<file path="src/rtl/vga_timing_gen_if.sv">
// vga_timing_gen_if: raster timing bundle between the timing generator and
// its consumers (renderer, output pins).
//   ce           pixel enable into the generator
//   hsync/vsync  sync outputs, polarity set by the generator parameters
//   video_active current pixel is inside the visible area
//   pix_x/pix_y  visible column/row, 0 during blanking
//   frame_start  one-clk pulse at pixel (0,0)
//   line_end     one-clk pulse at the last count of each line
//   frame_count  completed-frame counter, wraps
interface vga_timing_gen_if;
    logic        ce;
    logic        hsync;
    logic        vsync;
    logic        video_active;
    logic [9:0]  pix_x;
    logic [9:0]  pix_y;
    logic        frame_start;
    logic        line_end;
    logic [15:0] frame_count;

    modport master (
        input  ce,
        output hsync, vsync, video_active, pix_x, pix_y,
               frame_start, line_end, frame_count
    );

    modport slave (
        output ce,
        input  hsync, vsync, video_active, pix_x, pix_y,
               frame_start, line_end, frame_count
    );
endinterface

</file>
<file path="src/rtl/vga_timing_gen.sv">
// vga_timing_gen: free-running raster timing generator (default 1024x768 XGA).
// Ports:
//   clk  pixel-domain clock
//   rst  asynchronous reset, active-high
//   bus  vga_timing_gen_if master: ce in; sync, active, pixel coordinates,
//        frame_start/line_end pulses and frame_count out
// All outputs are registered decodes of the current (h_cnt, v_cnt), so they
// trail the counters by one ce-cycle and are mutually aligned.
module vga_timing_gen #(
    parameter int unsigned H_ACTIVE   = 1024,
    parameter int unsigned H_FP       = 24,
    parameter int unsigned H_SYNC     = 136,
    parameter int unsigned H_BP       = 160,
    parameter int unsigned V_ACTIVE   = 768,
    parameter int unsigned V_FP       = 3,
    parameter int unsigned V_SYNC     = 6,
    parameter int unsigned V_BP       = 29,
    parameter logic        H_SYNC_POL = 1'b0,
    parameter logic        V_SYNC_POL = 1'b0
) (
    input  logic            clk,
    input  logic            rst,
    vga_timing_gen_if.master bus
);

    localparam int unsigned H_TOTAL = H_ACTIVE + H_FP + H_SYNC + H_BP;
    localparam int unsigned V_TOTAL = V_ACTIVE + V_FP + V_SYNC + V_BP;

    localparam logic [10:0] H_LAST     = 11'(H_TOTAL - 1);
    localparam logic [10:0] H_VIS      = 11'(H_ACTIVE);
    localparam logic [10:0] H_SYNC_BEG = 11'(H_ACTIVE + H_FP);
    localparam logic [10:0] H_SYNC_END = 11'(H_ACTIVE + H_FP + H_SYNC);
    localparam logic [9:0]  V_LAST     = 10'(V_TOTAL - 1);
    localparam logic [9:0]  V_VIS      = 10'(V_ACTIVE);
    localparam logic [9:0]  V_SYNC_BEG = 10'(V_ACTIVE + V_FP);
    localparam logic [9:0]  V_SYNC_END = 10'(V_ACTIVE + V_FP + V_SYNC);

    logic [10:0] h_cnt;
    logic [9:0]  v_cnt;
    logic [15:0] frame_cnt;

    logic h_last, v_last, h_vis, v_vis, h_sync_on, v_sync_on;

    always_comb begin
        h_last    = (h_cnt == H_LAST);
        v_last    = (v_cnt == V_LAST);
        h_vis     = (h_cnt < H_VIS);
        v_vis     = (v_cnt < V_VIS);
        h_sync_on = (h_cnt >= H_SYNC_BEG) && (h_cnt < H_SYNC_END);
        v_sync_on = (v_cnt >= V_SYNC_BEG) && (v_cnt < V_SYNC_END);
    end

    assign bus.frame_count = frame_cnt;

    always_ff @(posedge clk or posedge rst) begin
        if (rst) begin
            h_cnt            <= '0;
            v_cnt            <= '0;
            frame_cnt        <= '0;
            bus.hsync        <= ~H_SYNC_POL;
            bus.vsync        <= ~V_SYNC_POL;
            bus.video_active <= 1'b0;
            bus.pix_x        <= '0;
            bus.pix_y        <= '0;
            bus.frame_start  <= 1'b0;
            bus.line_end     <= 1'b0;
        end else if (bus.ce) begin
            bus.hsync        <= h_sync_on ? H_SYNC_POL : ~H_SYNC_POL;
            bus.vsync        <= v_sync_on ? V_SYNC_POL : ~V_SYNC_POL;
            bus.video_active <= h_vis && v_vis;
            bus.pix_x        <= h_vis ? h_cnt[9:0] : '0;
            bus.pix_y        <= v_vis ? v_cnt : '0;
            bus.frame_start  <= (h_cnt == '0) && (v_cnt == '0);
            bus.line_end     <= h_last;

            if (h_last) begin
                h_cnt <= '0;
                if (v_last) begin
                    v_cnt     <= '0;
                    frame_cnt <= frame_cnt + 16'd1;
                end else begin
                    v_cnt <= v_cnt + 10'd1;
                end
            end else begin
                h_cnt <= h_cnt + 11'd1;
            end
        end else begin
            // Pulses must not stretch across idle (ce = 0) clocks.
            bus.frame_start <= 1'b0;
            bus.line_end    <= 1'b0;
        end
    end

endmodule

</file>
<file path="src/flat_wrapper.sv">
// flat-port wrapper written by rule: the top's interface ports become plain ports
module vga_timing_gen_flat 
#(
    parameter int unsigned H_ACTIVE   = 1024,
    parameter int unsigned H_FP       = 24,
    parameter int unsigned H_SYNC     = 136,
    parameter int unsigned H_BP       = 160,
    parameter int unsigned V_ACTIVE   = 768,
    parameter int unsigned V_FP       = 3,
    parameter int unsigned V_SYNC     = 6,
    parameter int unsigned V_BP       = 29,
    parameter logic        H_SYNC_POL = 1'b0,
    parameter logic        V_SYNC_POL = 1'b0
)
  (clk, rst, bus_ce, bus_hsync, bus_vsync, bus_video_active, bus_pix_x, bus_pix_y, bus_frame_start, bus_line_end, bus_frame_count);
  vga_timing_gen_if bus_i ();
  input  logic clk;
  input  logic rst;
  input wire logic [$bits(bus_i.ce)-1:0] bus_ce;
  output wire logic [$bits(bus_i.hsync)-1:0] bus_hsync;
  output wire logic [$bits(bus_i.vsync)-1:0] bus_vsync;
  output wire logic [$bits(bus_i.video_active)-1:0] bus_video_active;
  output wire logic [$bits(bus_i.pix_x)-1:0] bus_pix_x;
  output wire logic [$bits(bus_i.pix_y)-1:0] bus_pix_y;
  output wire logic [$bits(bus_i.frame_start)-1:0] bus_frame_start;
  output wire logic [$bits(bus_i.line_end)-1:0] bus_line_end;
  output wire logic [$bits(bus_i.frame_count)-1:0] bus_frame_count;
  assign bus_i.ce = bus_ce;
  assign bus_hsync = bus_i.hsync;
  assign bus_vsync = bus_i.vsync;
  assign bus_video_active = bus_i.video_active;
  assign bus_pix_x = bus_i.pix_x;
  assign bus_pix_y = bus_i.pix_y;
  assign bus_frame_start = bus_i.frame_start;
  assign bus_line_end = bus_i.line_end;
  assign bus_frame_count = bus_i.frame_count;
  vga_timing_gen #(.H_ACTIVE(H_ACTIVE), .H_FP(H_FP), .H_SYNC(H_SYNC), .H_BP(H_BP), .V_ACTIVE(V_ACTIVE), .V_FP(V_FP), .V_SYNC(V_SYNC), .V_BP(V_BP), .H_SYNC_POL(H_SYNC_POL), .V_SYNC_POL(V_SYNC_POL)) u_core (.clk(clk), .rst(rst), .bus(bus_i));
endmodule
</file>
<file path="config.mk">
export PLATFORM = sky130hd
export DESIGN_NAME = vga_timing_gen_flat
export DESIGN_NICKNAME = d
export VERILOG_FILES = /design/src/rtl/vga_timing_gen_if.sv /design/src/rtl/vga_timing_gen.sv /design/src/flat_wrapper.sv
export SDC_FILE = /design/constraint.sdc
export NUM_CORES = 1
export LEC_CHECK = 0
export ABC_CLOCK_PERIOD_IN_PS = 2600
export BUFFER_PORTS_ARGS = -buffer_cell sky130_fd_sc_hd__clkbuf_2
export CORE_UTILIZATION = 56
export DETAILED_ROUTE_END_ITERATION = 10
export MAX_ROUTING_LAYER = met4
export PLACE_DENSITY = 0.83
export SLEW_MARGIN = 20
export SYNTH_ARGS = -nofsm -noshare
export SYNTH_HDL_FRONTEND = slang
export SYNTH_SLANG_ARGS = --single-unit
</file>
<file path="constraint.sdc">
create_clock -name clk -period 2.6 [get_ports clk]
set_input_delay 0.13 -clock clk [delete_from_list [all_inputs] [get_ports clk]]
set_output_delay 0.13 -clock clk [all_outputs]
set_load 0.01 [all_outputs]
</file>
---- After elaboration in Yosys (flattened, before gate mapping) ----
Index checks and enable logic that the tools add are counted.
storage, ports and cells
  flip-flop bits (word level) ............. 62
  bits in latches ......................... 0
  RAM bits ................................ 0
  ROM bits ................................ 0
  bits of input ports ..................... 3
  word-level logic and storage cells ...... 37
  memories kept ........................... 0
operators by class
  add/sub/neg operators ................... 3
  multiply operators ...................... 0
  div/mod/pow operators ................... 0
  $lt $le $gt $ge ......................... 6
  eq/ne operators ......................... 2
  shifts and indexed selects .............. 0
  mux-type cells .......................... 8
  bitwise operators ....................... 0
  reductions and logical operators ........ 8
operator list
  cell                                            count
  two-way mux 10 bit                              3
  < comparator 11 bit (second input constant)     2
  < comparator 10 bit (second input constant)     2
  adder 16 x 1 -> 16 bit (second input constant)  1
  adder 11 x 1 -> 11 bit (second input constant)  1
  equality test 11 bit (second input constant)    1
  >= comparator 11 bit (second input constant)    1
  zero test 11 bit                                1
  two-way mux 11 bit                              1
  adder 10 x 1 -> 10 bit (second input constant)  1
  equality test 10 bit (second input constant)    1
  >= comparator 10 bit (second input constant)    1
  zero test 10 bit                                1
  logical AND 1 bit                               4
  two-way mux 1 bit                               4
  AND reduction 3 bit                             1
  AND reduction 2 bit                             1

---- Longest topological paths before layout ----
Gate-level depths: netlist of run 1.
  depth in word-level cells ............... 3
  gate-level depth with buffers ........... 8

---- Least setup slack after synthesis of run 1 ----
OpenSTA, ideal clock, no wires.
  kind .................................... register to register
  from .................................... register u_core.h_cnt[9]
  to ...................................... register u_core.frame_cnt[5], in the netlist u_core.bus.frame_count[5]
  library setup time ...................... 0.079 ns
  arrival time ............................ 1.910 ns
  slack ................................... 0.610 ns
  stages on the path, launching flop included .. 8
  buffers on the path ..................... 2
  path through ............................ dfrtp_1 > buf_6 > or4b_4 > nor4_4 > nand2_2 > buf_6 > nor3_2 > xor2_1
on the way
  word-level cells in the longest chain between the ends .. 2
ends and longest elaborated chain
  element                        line                  text
  start, declared                vga_timing_gen.sv:38  logic [10:0] h_cnt;
  start signal, assigned         vga_timing_gen.sv:85  h_cnt <= h_cnt + 11'd1;
  equality test 11 bit           vga_timing_gen.sv:45  h_last = (h_cnt == H_LAST);
  AND reduction 3 bit (no line)  n/a
  end signal, assigned           vga_timing_gen.sv:80  frame_cnt <= frame_cnt + 16'd1;
  end, declared                  vga_timing_gen.sv:40  logic [15:0] frame_cnt;
No other way between the ends.
A chain may end at the register's enable or synchronous reset.

---- Worst setup path in the final report of run 1 ----
  from .................................... register u_core.h_cnt[9]
  to ...................................... register u_core.frame_cnt[15], in the netlist u_core.bus.frame_count[15]
The elaborated chain is that of the path after synthesis.

==> summary.txt, run 1 <==
Synth
  • Sequential area share after synthesis: 52.6%
  • Area leader, netlist: dfrtp_1
  • Synthesized area per cell: 9.60 um^2
  • Post-Synthesis Cells: 308
  • Post-Synthesis Cell Area: 2960 um^2
  • Simple-Gate Fraction of Synth Area: 20.6%
  • XOR/XNOR Fraction of Synth Area: 6.81%
  • FF+latch count, synth: 62
  • Count leader, synth: dfrtp_1
  • Largest family of logic cells by synthesized area: simple AND/OR/NAND/NOR gates
  • Synth top area cells: dfrtp_1 51%, nand2_1 4.3%, inv_1 3.9%, nand3_1 3.9%, xor2_1 3.6%
  • EDFF count, synth: 0
  • Post-Syn Nets: 318
  • Synth unique cells: 39
  • Most instantiated cells after synthesis: 60 x dfrtp_1, 34 x nand2_1, 31 x inv_1
  • Top_reg_cell synth: dfrtp_1
  • Async set-reset flop share out of synthesis: 100%
  • Post-synthesis mux area share: 1.44%
  • Post-Synth Adder-Cell Area: 2.96%
  • Synth warn: 0
  • Compound-Gate Fraction of Synth Area: 8.46%
  • Synth top area share: 50.8%

Worst setup path
  • Largest fanout on the critical path: 18
  • Critical Path Sink Type: flop
  • CP Launch Type: flop
  • Critical path data required time: 2860 ps
  • R2R setup slack: 320 ps
  • Reg2reg path depth: 5
  • Reg2reg start: u_core.h_cnt[9]
  • Critical path class: flop to flop
  • RR Endpoint: u_core.bus.frame_count[15]
  • Worst path arrival time: 2540 ps

Power
  • Flop pwr share: 50.9%
  • P_sw: 0.580 mW
  • Total power: 2.19 mW
  • Internal power: 1.61 mW
  • Pleak: 1.63 nW
  • Sw Ratio: 26.5%
  • Maximum VDD drop: 0.000380 V
  • Clock share of power: 38.2%
  • Comb pwr share: 11.0%
  • Pwr/cell area: 636 nW/um^2

STA
  • Hold WS: 52.8 ps
  • Final Cycle Share: 87.7%
  • Max-slew headroom: 57.2%
  • Skew final: 9.03 ps
  • Setup TNS: 0 ps
  • Worst Tran Pin Value: 641 ps
  • RSZ-0062 raised after global routing: no
  • Slew Viols, Final: 0
  • Final setup viols: 0
  • Final Hold Fails: 0
  • Final min period: 2280 ps
  • Max Clk Rate: 439 MHz

Die
  • Die width: 74.7 um
  • Core area: 5110 um^2
  • Die height: 74.7 um
  • Row cnt: 26
  • Initial Util: 57.9%
  • Die Footprint: 5570 um^2
  • # IOs: 44

Min path
  • Worst hold-check path type: primary input to flop
  • Hold EP: u_core.h_cnt[1]
  • Hold Path Depth: 3
  • HP Start: bus_ce

Global route
  • Initial antenna violation count: 0
  • GRT overflow: 0
  • First-pass GRT wire length: 9570 um
  • Vias in the first global route: 2111
  • All-Layer GR Usage: 24.2%
  • Largest net degree at the start of global routing: 53

Routing
  • Drt drc: 0
  • Post-DR vias/cell: 5.42
  • WL final: 5780 um
  • Drt pass-1 iters: 4
  • Iteration-0 DRC Markers: 242
  • Routed WL per cell: 13.6 um
  • DR vias: 2302
  • Detail Route Antenna Nets: 0

Placement
  • Placed cell area: 3230 um^2
  • IO Port Bufs: 43
  • Dpl hpwl: 3970 um
  • Cell Count Post-Placement: 408
  • Final GP Congestion: 0.846

Clock network
  • Post-CTS sizing: 0
  • Clock tree buffer depth: 2
  • CTS sink count: 62
  • CTS Root Cell: clkbuf_8
  • CTS tree: yes
  • Clk_lat worst skew: 340 ps
  • H-tree depth: 3
  • Clk pin slew, worst setup/hold paths: 70 ps
  • Number of post-CTS setup repair buffers: 0
  • TritonCTS buffer count: 9

Layout
  • Final instance area: 3440 um^2
  • Layout cells sized above 1: 22.0%
  • Diode count: 0
  • Nets: 360
  • P&R area growth vs syn: 16.5%
  • Final non-filler cell total: 425

Outcome
  • Status: finished, final reports clean

Run
  • Maximum Capacitance Violations: 0
[registers in the layout, summed over array words and instances (netlist names)]
signal,count
u_core.bus.video_active,1
u_core.bus.vsync,1
u_core.bus.frame_count,16
u_core.bus.line_end,1
u_core.bus.pix_y,10
u_core.bus.pix_x,10
u_core.bus.frame_start,1
u_core.bus.hsync,1
u_core.v_cnt,10
u_core.h_cnt,11
[critical path: stages, from the launching register on]
cell     delay [ps]
dfrtp_1         450
or4b_4          540
nor4_4          300
nand2_2         280
nor4_1          460
xor2_1          170
[stage by stage]
step           worst slack, ps  utilization, %
6_report                   321            67.4
5_1_grt                    189            67.4
3_3_place_gp               430            63.2
2_1_floorplan              610               -
3_5_place_dp               312            63.2
4_1_cts                    309            67.4
[how the worst max path moves through the flow]
stage	depth (start not counted)	slack, ps	start	end
6_report	5	320	u_core.h_cnt[9]	u_core.bus.frame_count[15]
5_1_grt	5	190	u_core.h_cnt[9]	u_core.bus.frame_count[15]
4_1_cts	5	310	u_core.h_cnt[9]	u_core.bus.frame_count[15]
3_5_place_dp	5	310	u_core.h_cnt[9]	u_core.bus.frame_count[15]
3_3_place_gp	5	430	u_core.h_cnt[9]	u_core.bus.frame_count[12]
2_1_floorplan	7	610	u_core.h_cnt[9]	u_core.bus.frame_count[5]
[area by class of cell]
| type | instances | area (um^2) |
|---|---|---|
| Sequential cell | 62 | 1550 |
| Multi-Input combinational cell | 195 | 1190 |
| Clock buffer | 14 | 193 |
| Timing Repair Buffer | 51 | 290 |
| Tap cell | 70 | 87.6 |
| Fill cell | 417 | 1660 |
| Inverter | 31 | 116 |
| Clock inverter | 2 | 12.5 |
[cell usage in the layout, fill, tap and decap left out, types with 2 or more instances in the layout]
cell / n
or3_1: 3
nor3_2: 3
mux2i_1: 2
o21ai_0: 19
and3_1: 3
a21oi_1: 6
nand4_1: 8
nand3b_1: 3
buf_4: 6
xor2_1: 12
nor4_1: 5
nand2_1: 34
a31oi_1: 2
mux2_2: 2
dfstp_2: 2
inv_1: 30
nor3_1: 10
dfrtp_1: 60
xnor2_1: 11
clkbuf_2: 43
nand3_1: 23
ha_1: 7
o22ai_1: 14
nor2_1: 16
clkbuf_8: 14
[layer usage]
metal | GRT usage, % | vias to the layer above | wire length [um]
met1 | 31.8 | 1094 | 2720
met3 | 7.36 | 12 | 314
met2 | 34.3 | 69 | 2630
met5 | - | - | 0
li1 | - | 1127 | -
met4 | 11.1 | 0 | 110
[what timing repair did]
action	4_1_cts	5_1_grt
hold buffers	1	0
endpoints found under the setup margin	0	0
endpoints found under the hold margin	29	0
[power groups by stage]
stage	combinational (mW)	clock, mW	sequential [mW]
final	0.241	0.836	1.11
after floorplan	0.166	0	1.12
after detailed placement	0.238	0	1.13
after global placement	0.230	0	1.13
after CTS	0.244	0.857	1.11
after global routing	0.277	0.893	1.13
[logic make-up (layout without fill, tap and decap cells)]
group           Yosys count  after routing
mux                       4              4
compound gates           44             44
simple gates            117            117
buf+inv                  51             98
flops                    62             62
fa+ha+maj                 7              7
xor+xnor                 23             23
Power figures use the tool's default switching activity.
==> run 2, diff against run 1 <==
--- a/config.mk
+++ b/config.mk
@@ -5,12 +5,13 @@
 export SDC_FILE = /design/constraint.sdc
 export NUM_CORES = 1
 export LEC_CHECK = 0
-export ABC_CLOCK_PERIOD_IN_PS = 2600
+export ABC_CLOCK_PERIOD_IN_PS = 2060
 export BUFFER_PORTS_ARGS = -buffer_cell sky130_fd_sc_hd__clkbuf_2
-export CORE_UTILIZATION = 56
+export CORE_ASPECT_RATIO = 0.7
+export CORE_UTILIZATION = 51
 export DETAILED_ROUTE_END_ITERATION = 10
 export MAX_ROUTING_LAYER = met4
-export PLACE_DENSITY = 0.83
+export PLACE_DENSITY = 0.79
 export SLEW_MARGIN = 20
 export SYNTH_ARGS = -nofsm -noshare
 export SYNTH_HDL_FRONTEND = slang
==> constraint.sdc (replaced) <==
create_clock -name clk -period 2.06 [get_ports clk]
set_input_delay 0.103 -clock clk [delete_from_list [all_inputs] [get_ports clk]]
set_output_delay 0.103 -clock clk [all_outputs]
set_load 0.01 [all_outputs]
==> summary.txt, run 2 (synthesis results as in run 1) <==
Outcome
  • Status: finished with violations
  • Failing checks: setup timing

STA
  • Final min period: 2150 ps (-127 ps)
  • Slew Viols, Final: 0 (unchanged)
  • Final Hold Fails: 0 (unchanged)
  • Worst Tran Pin Value: 785 ps (+144 ps)
  • Skew final: 6.17 ps (-2.86 ps)
  • Setup slack after layout: -92.2 ps (-413 ps)
  • Final Cycle Share: 104% (+17 points)
  • Final setup viols: 9 (+9)
  • RSZ-0062 raised after global routing: yes
  • Max Clk Rate: 465 MHz (+5.9%)
  • Max-slew headroom: 47.5% (-9.7 points)

Layout
  • Final instance area: 3720 um^2 (+7.9%)
  • Largest register FFs: 16 (unchanged)
  • Final non-filler cell total: 444 (+4.5%)
  • Final core utilization: 68.6% (+1.1 points)
  • P&R area growth vs syn: 25.7%
  • Fillcell total: 398 (-4.6%)
  • Layout cells sized above 1: 29.0% (+7.1 points)
  • Diode count: 0 (unchanged)
  • Nets: 377 (+4.7%)
  • Commonest non-fill, non-tap cells in the layout: 58 x dfrtp_1, 43 x clkbuf_2, 34 x nand2_1, 30 x inv_1, 23 x nand3_1
  • Commonest non-fill, non-tap cell in the layout: dfrtp_1

Worst setup path
  • Largest fanout on the critical path: 8 (-10)
  • R2R setup slack: -90 ps (-410 ps)
  • RR Endpoint: u_core.bus.frame_count[12]
  • Worst path arrival time: 2420 ps (-120 ps)
  • CP endpoint: u_core.bus.frame_count[12]
  • CP Launch Type: flop
  • Critical path data required time: 2330 ps (-530 ps)
  • Critical Path Sink Type: flop
  • Reg2reg start: u_core.v_cnt[1]
  • Critical path class: flop to flop
  • Crit path from: u_core.v_cnt[1]
  • Reg2reg path depth: 7 (+2)

Clock network
  • Clock tree buffer depth: 2 (unchanged)
  • H-tree depth: 3 (unchanged)
  • TritonCTS buffer count: 9 (unchanged)
  • CTS tree: yes
  • CTS sink count: 62 (unchanged)
  • Clk pin slew, worst setup/hold paths: 70 ps (about the same)
  • CTS Root Cell: clkbuf_8
  • Clk_lat worst skew: 350 ps (about the same)

Power
  • Pleak: 1.88 nW (+15%)
  • Clock share of power: 36.3% (-1.9 points)
  • Maximum VDD drop: 0.000337 V (-11%)
  • Flop pwr share: 51.4% (+0.5 points)
  • Comb pwr share: 12.3% (+1.3 points)
  • Internal power: 1.98 mW (+23%)
  • Sw Ratio: 27.3% (+0.84 points)
  • Total power: 2.73 mW (+24%)
  • P_sw: 0.744 mW (+28%)
  • Pwr/cell area: 733 nW/um^2 (+15%)

Global route
  • GR peak layer: met1
  • All-Layer GR Usage: 24.4% (+0.17 points)
  • Vias in the first global route: 2256 (+6.9%)
  • First-pass GRT wire length: 10800 um (+13%)
  • Global routing usage on met1: 34.7% (+2.9 points)
  • GRT overflow: 0 (unchanged)
  • Met2 global-route usage: 32.5% (-1.8 points)
  • Initial antenna violation count: 0 (unchanged)
  • GRT met3 Usage: 6.71% (-0.65 points)
  • Largest net degree at the start of global routing: 49 (-7.5%)

Placement
  • Placed cell area: 3340 um^2 (+3.3%)
  • Final GP Congestion: 0.854 (+0.93%)
  • Pre-CTS WS: -44.8 ps (-357 ps)
  • Cell Count Post-Placement: 424 (+3.9%)
  • Dpl hpwl: 4490 um (+13%)
  • IO Port Bufs: 43 (unchanged)

Die
  • Row cnt: 22 (-15%)
  • Die width: 93.0 um (+25%)
  • Die Footprint: 6110 um^2 (+9.6%)
  • # IOs: 44 (unchanged)
  • Initial Util: 54.5% (-3.4 points)
  • Core area: 5420 um^2 (+6.2%)
  • Die height: 65.7 um (-12%)

Routing
  • Drt drc: 0 (unchanged)
  • WL final: 6870 um (+19%)
  • Post-DR vias/cell: 5.60 (+3.4%)
  • Drt pass-1 iters: 7 (+3)
  • DR vias: 2487 (+8.0%)
  • Iteration-0 DRC Markers: 315 (+30%)
  • Detail Route Antenna Nets: 0 (unchanged)
  • Routed WL per cell: 15.5 um (+14%)

Min path
  • Worst hold-check path type: primary input to flop

Run
  • Maximum Capacitance Violations: 0 (unchanged)
## run 2: cell count changes in the layout (fill, tap and decap cells not counted), sizes merged
cell,delta
buf,+17
clkbuf,-1
clkinv,+1
## run 2: how the worst min path moves through the flow
stage                      startpoint                  end  slack, ps  depth (start not counted)
6_report                       bus_ce      u_core.h_cnt[1]         90                          2
5_1_grt                        bus_ce      u_core.h_cnt[1]        110                          2
4_1_cts                        bus_ce      u_core.h_cnt[1]         80                          2
3_5_place_dp                      rst  u_core.bus.pix_y[8]        180                          2
3_3_place_gp                      rst  u_core.bus.pix_y[8]        180                          2
2_1_floorplan  u_core.bus.frame_start      bus_frame_start        450                          0
## run 2: per-layer routing
layer	wire length, um	vias up
met5	0	-
met4	223	0
met2	3040	106
li1	-	1154
met1	3150	1202
met3	458	25
## run 2: timing repair
action                     in CTS  in global routing
resized for setup               3                 29
buffers inserted                0                  3
pin swaps                       1                 22
hold buffers                    1                  0
hold endpoints to repair       25                  0
setup endpoints to repair       5                 18
## run 2: layout make-up
class / instances / area, um^2 / share of cell area (%)
Sequential cell: 62 / 1560 / 41.9
Multi-Input combinational cell: 195 / 1330 / 35.8
Timing Repair Buffer: 68 / 437 / 11.7
Clock inverter: 3 / 17.5 / 0.471
Clock buffer: 13 / 169 / 4.54
Inverter: 31 / 116 / 3.13
Tap cell: 72 / 90.1 / 2.42
## run 2: power by group through the flow
stage	Combinational, mW	Sequential (mW)	Clock (mW)
final	0.335	1.40	0.990
after global routing	0.380	1.41	1.07
after CTS	0.337	1.40	1.01
after detailed placement	0.334	1.42	0
after global placement	0.321	1.42	0
after floorplan	0.210	1.42	0
## run 2: critical path: stages (launching register included)
cell and delay [ps]:
dfrtp_1 430, inv_1 160, ha_1 180, nand4b_1 140
nor3_1 410, nand2_4 210, nor4_2 390, xor2_1 170
## run 2: per-stage QoR
step                hold WS [ps]  TNS, ps
detailed placement           177     -102
global route                 107    -1990
global placement             179        0
CTS                         77.9        0
floorplan                    450        0
finish                      87.2     -217
==> run 3, diff against run 2 <==
--- a/config.mk
+++ b/config.mk
@@ -6,12 +6,13 @@
 export NUM_CORES = 1
 export LEC_CHECK = 0
 export ABC_CLOCK_PERIOD_IN_PS = 2060
-export BUFFER_PORTS_ARGS = -buffer_cell sky130_fd_sc_hd__clkbuf_2
 export CORE_ASPECT_RATIO = 0.7
-export CORE_UTILIZATION = 51
+export CORE_UTILIZATION = 56
+export CTS_CLUSTER_DIAMETER = 150
 export DETAILED_ROUTE_END_ITERATION = 10
+export DONT_BUFFER_PORTS = 1
 export MAX_ROUTING_LAYER = met4
-export PLACE_DENSITY = 0.79
+export PLACE_DENSITY = 0.78
 export SLEW_MARGIN = 20
 export SYNTH_ARGS = -nofsm -noshare
 export SYNTH_HDL_FRONTEND = slang
==> summary.txt, run 3 (synthesis results as in run 1) <==
Run
  • Maximum Capacitance Violations: 0 (unchanged)

Global route
  • Vias in the first global route: 2169 (-3.9%)
  • GRT overflow: 0 (unchanged)
  • First-pass GRT wire length: 10600 um (-2.0%)
  • Largest net degree at the start of global routing: 53 (+8.2%)
  • Initial antenna violation count: 0 (unchanged)
  • All-Layer GR Usage: 26.9% (+2.5 points)

Placement
  • IO Port Bufs: 0 (-100%)
  • Placed cell area: 3170 um^2 (-5.0%)
  • Dpl hpwl: 4450 um (-1.0%)
  • Final GP Congestion: 0.881 (+3.2%)
  • Cell Count Post-Placement: 385 (-9.2%)

Layout
  • Diode count: 0 (unchanged)
  • Fillcell total: 335 (-16%)
  • Final core utilization: 73.7% (+5.1 points)
  • P&R area growth vs syn: 22.5%
  • Nets: 346 (-8.2%)
  • Commonest non-fill, non-tap cell in the layout: dfrtp_1
  • Layout cells sized above 1: 22.6% (-6.5 points)
  • Final instance area: 3620 um^2 (-2.6%)
  • Largest register FFs: 16 (unchanged)
  • Final non-filler cell total: 410 (-7.7%)
  • Commonest non-fill, non-tap cells in the layout: 60 x dfrtp_1, 33 x nand2_1, 30 x inv_1, 30 x buf_4, 21 x nand3_1

Die
  • Die width: 88.8 um (-4.5%)
  • Core area: 4910 um^2 (-9.4%)
  • Initial Util: 60.2% (+5.7 points)
  • Die height: 62.8 um (-4.4%)
  • Die Footprint: 5580 um^2 (-8.7%)
  • Row cnt: 21 (-4.5%)
  • # IOs: 44 (unchanged)

STA
  • Final Hold Fails: 0 (unchanged)
  • RSZ-0062 raised after global routing: yes
  • Final setup viols: 10 (+1)
  • Skew final: 9.99 ps (+3.81 ps)
  • Worst Tran Pin Value: 622 ps (-163 ps)
  • Final min period: 2160 ps (+3.21 ps)
  • Final Cycle Share: 105% (+0.16 points)
  • Max Clk Rate: 464 MHz (-0.15%)
  • Max-slew headroom: 58.4% (+11 points)
  • Hold WS: 41.7 ps (-45.5 ps)
  • Setup slack after layout: -95.4 ps (-3.21 ps)
  • Slew Viols, Final: 0 (unchanged)

Clock network
  • Clock tree buffer depth: 2 (unchanged)
  • H-tree depth: 3 (unchanged)
  • TritonCTS buffer count: 9 (unchanged)
  • CTS tree: yes
  • CTS sink count: 62 (unchanged)
  • CTS Root Cell: clkbuf_8
  • Clk pin slew, worst setup/hold paths: 70 ps (about the same)
  • Clk_lat worst skew: 350 ps (about the same)

Power
  • Pleak: 1.69 nW (-9.8%)
  • Pwr/cell area: 794 nW/um^2 (+8.4%)
  • Maximum VDD drop: 0.000476 V (+41%)

Worst setup path
  • Worst path arrival time: 2410 ps (about the same)
  • Buf+Inv Stages, Crit Path: 1 (unchanged)
  • Slowest cell on crit path: or4b_4
  • Top delay family on crit path: simple AND/OR/NAND/NOR gates
  • Critical path data required time: 2320 ps (about the same)
  • Critical path class: flop to flop
  • Critical Path Sink Type: flop
  • CP Launch Type: flop
  • Largest fanout on the critical path: 7 (-1)
  • Worst-path cell chain: or4b_4 > nor4_4 > buf_4 > nand2_8 > nor3_2 > xnor2_1
  • CP peak stage delay: 560 ps (+130 ps)

Routing
  • Drt drc: 0 (unchanged)
  • WL final: 7160 um (+4.2%)
  • Iteration-0 DRC Markers: 202 (-36%)
  • Detail Route Antenna Nets: 0 (unchanged)
  • Routed WL per cell: 17.5 um (+13%)
  • Drt pass-1 iters: 4 (-3)
  • DR vias: 2344 (-5.7%)
  • Post-DR vias/cell: 5.72 (+2.1%)

Outcome
  • Failing checks: setup timing
  • Status: finished with violations

Min path
  • Worst hold-check path type: primary input to flop
[run 3: power by group]
group	switching [mW]	internal [mW]	total [mW]
combinational	0.179	0.128	0.307
sequential	0.0996	1.31	1.41
clock	0.482	0.678	1.16
[run 3: worst reg2reg max path, stage by stage (launching register included)]
cell     delay, ps
dfrtp_1        380
or4b_4         560
nor4_4         420
buf_4          220
nand2_8         80
nor3_2         230
xnor2_1        170
[run 3: worst paths after layout]
| kind | start | end | slack (ps) | cells after the start |
|---|---|---|---|---|
| hold reg to reg | u_core.bus.vsync | u_core.bus.vsync | 520 | 2 |
| hold / removal | bus_ce | u_core.bus.hsync | 40 | 2 |
| min in group asynchronous | rst | u_core.bus.pix_y[2] | 120 | 2 |
| setup / recovery | u_core.h_cnt[6] | u_core.bus.frame_count[14] | -100 | 6 |
| setup reg to reg | u_core.h_cnt[6] | u_core.bus.frame_count[14] | -100 | 6 |
| max in group asynchronous | rst | u_core.bus.hsync | 1380 | 3 |
[run 3: layer usage]
metal | part of all wire, % | GRT usage, %
met5 | 0 | -
met3 | 7.7 | 10.4
met1 | 45 | 37.9
met2 | 46 | 36.5
met4 | 1.6 | 6.45
[run 3: area by class of cell]
| type | count | area [um^2] | area share, % |
|---|---|---|---|
| timing repair buffer | 36 | 309 | 8.53 |
| tap | 69 | 86.3 | 2.38 |
| clock buffer | 10 | 128 | 3.52 |
| inverter | 31 | 116 | 3.21 |
| sequential | 62 | 1550 | 42.9 |
| clock inverter | 6 | 86.3 | 2.38 |
| multi-input combinational | 196 | 1340 | 37.0 |
[run 3: metrics by stage]
step	worst slack (ps)	power [mW]	setup TNS, ps
finish	-95.4	2.88	-399
global placement	-11.7	1.70	-11.7
floorplan	70.5	1.63	0
CTS	-8.28	2.88	-8.53
detailed placement	-66.3	1.71	-222
global route	-181	3.01	-2030
[run 3: repair_timing]
action | 4_1_cts | 5_1_grt
hold buffers | 2 | 0
endpoints found under the hold margin | 88 | 0
endpoints found under the setup margin | 7 | 19
buffers inserted | 0 | 6
pin swaps | 2 | 15
resized for setup | 5 | 24
gates cloned | 0 | 1
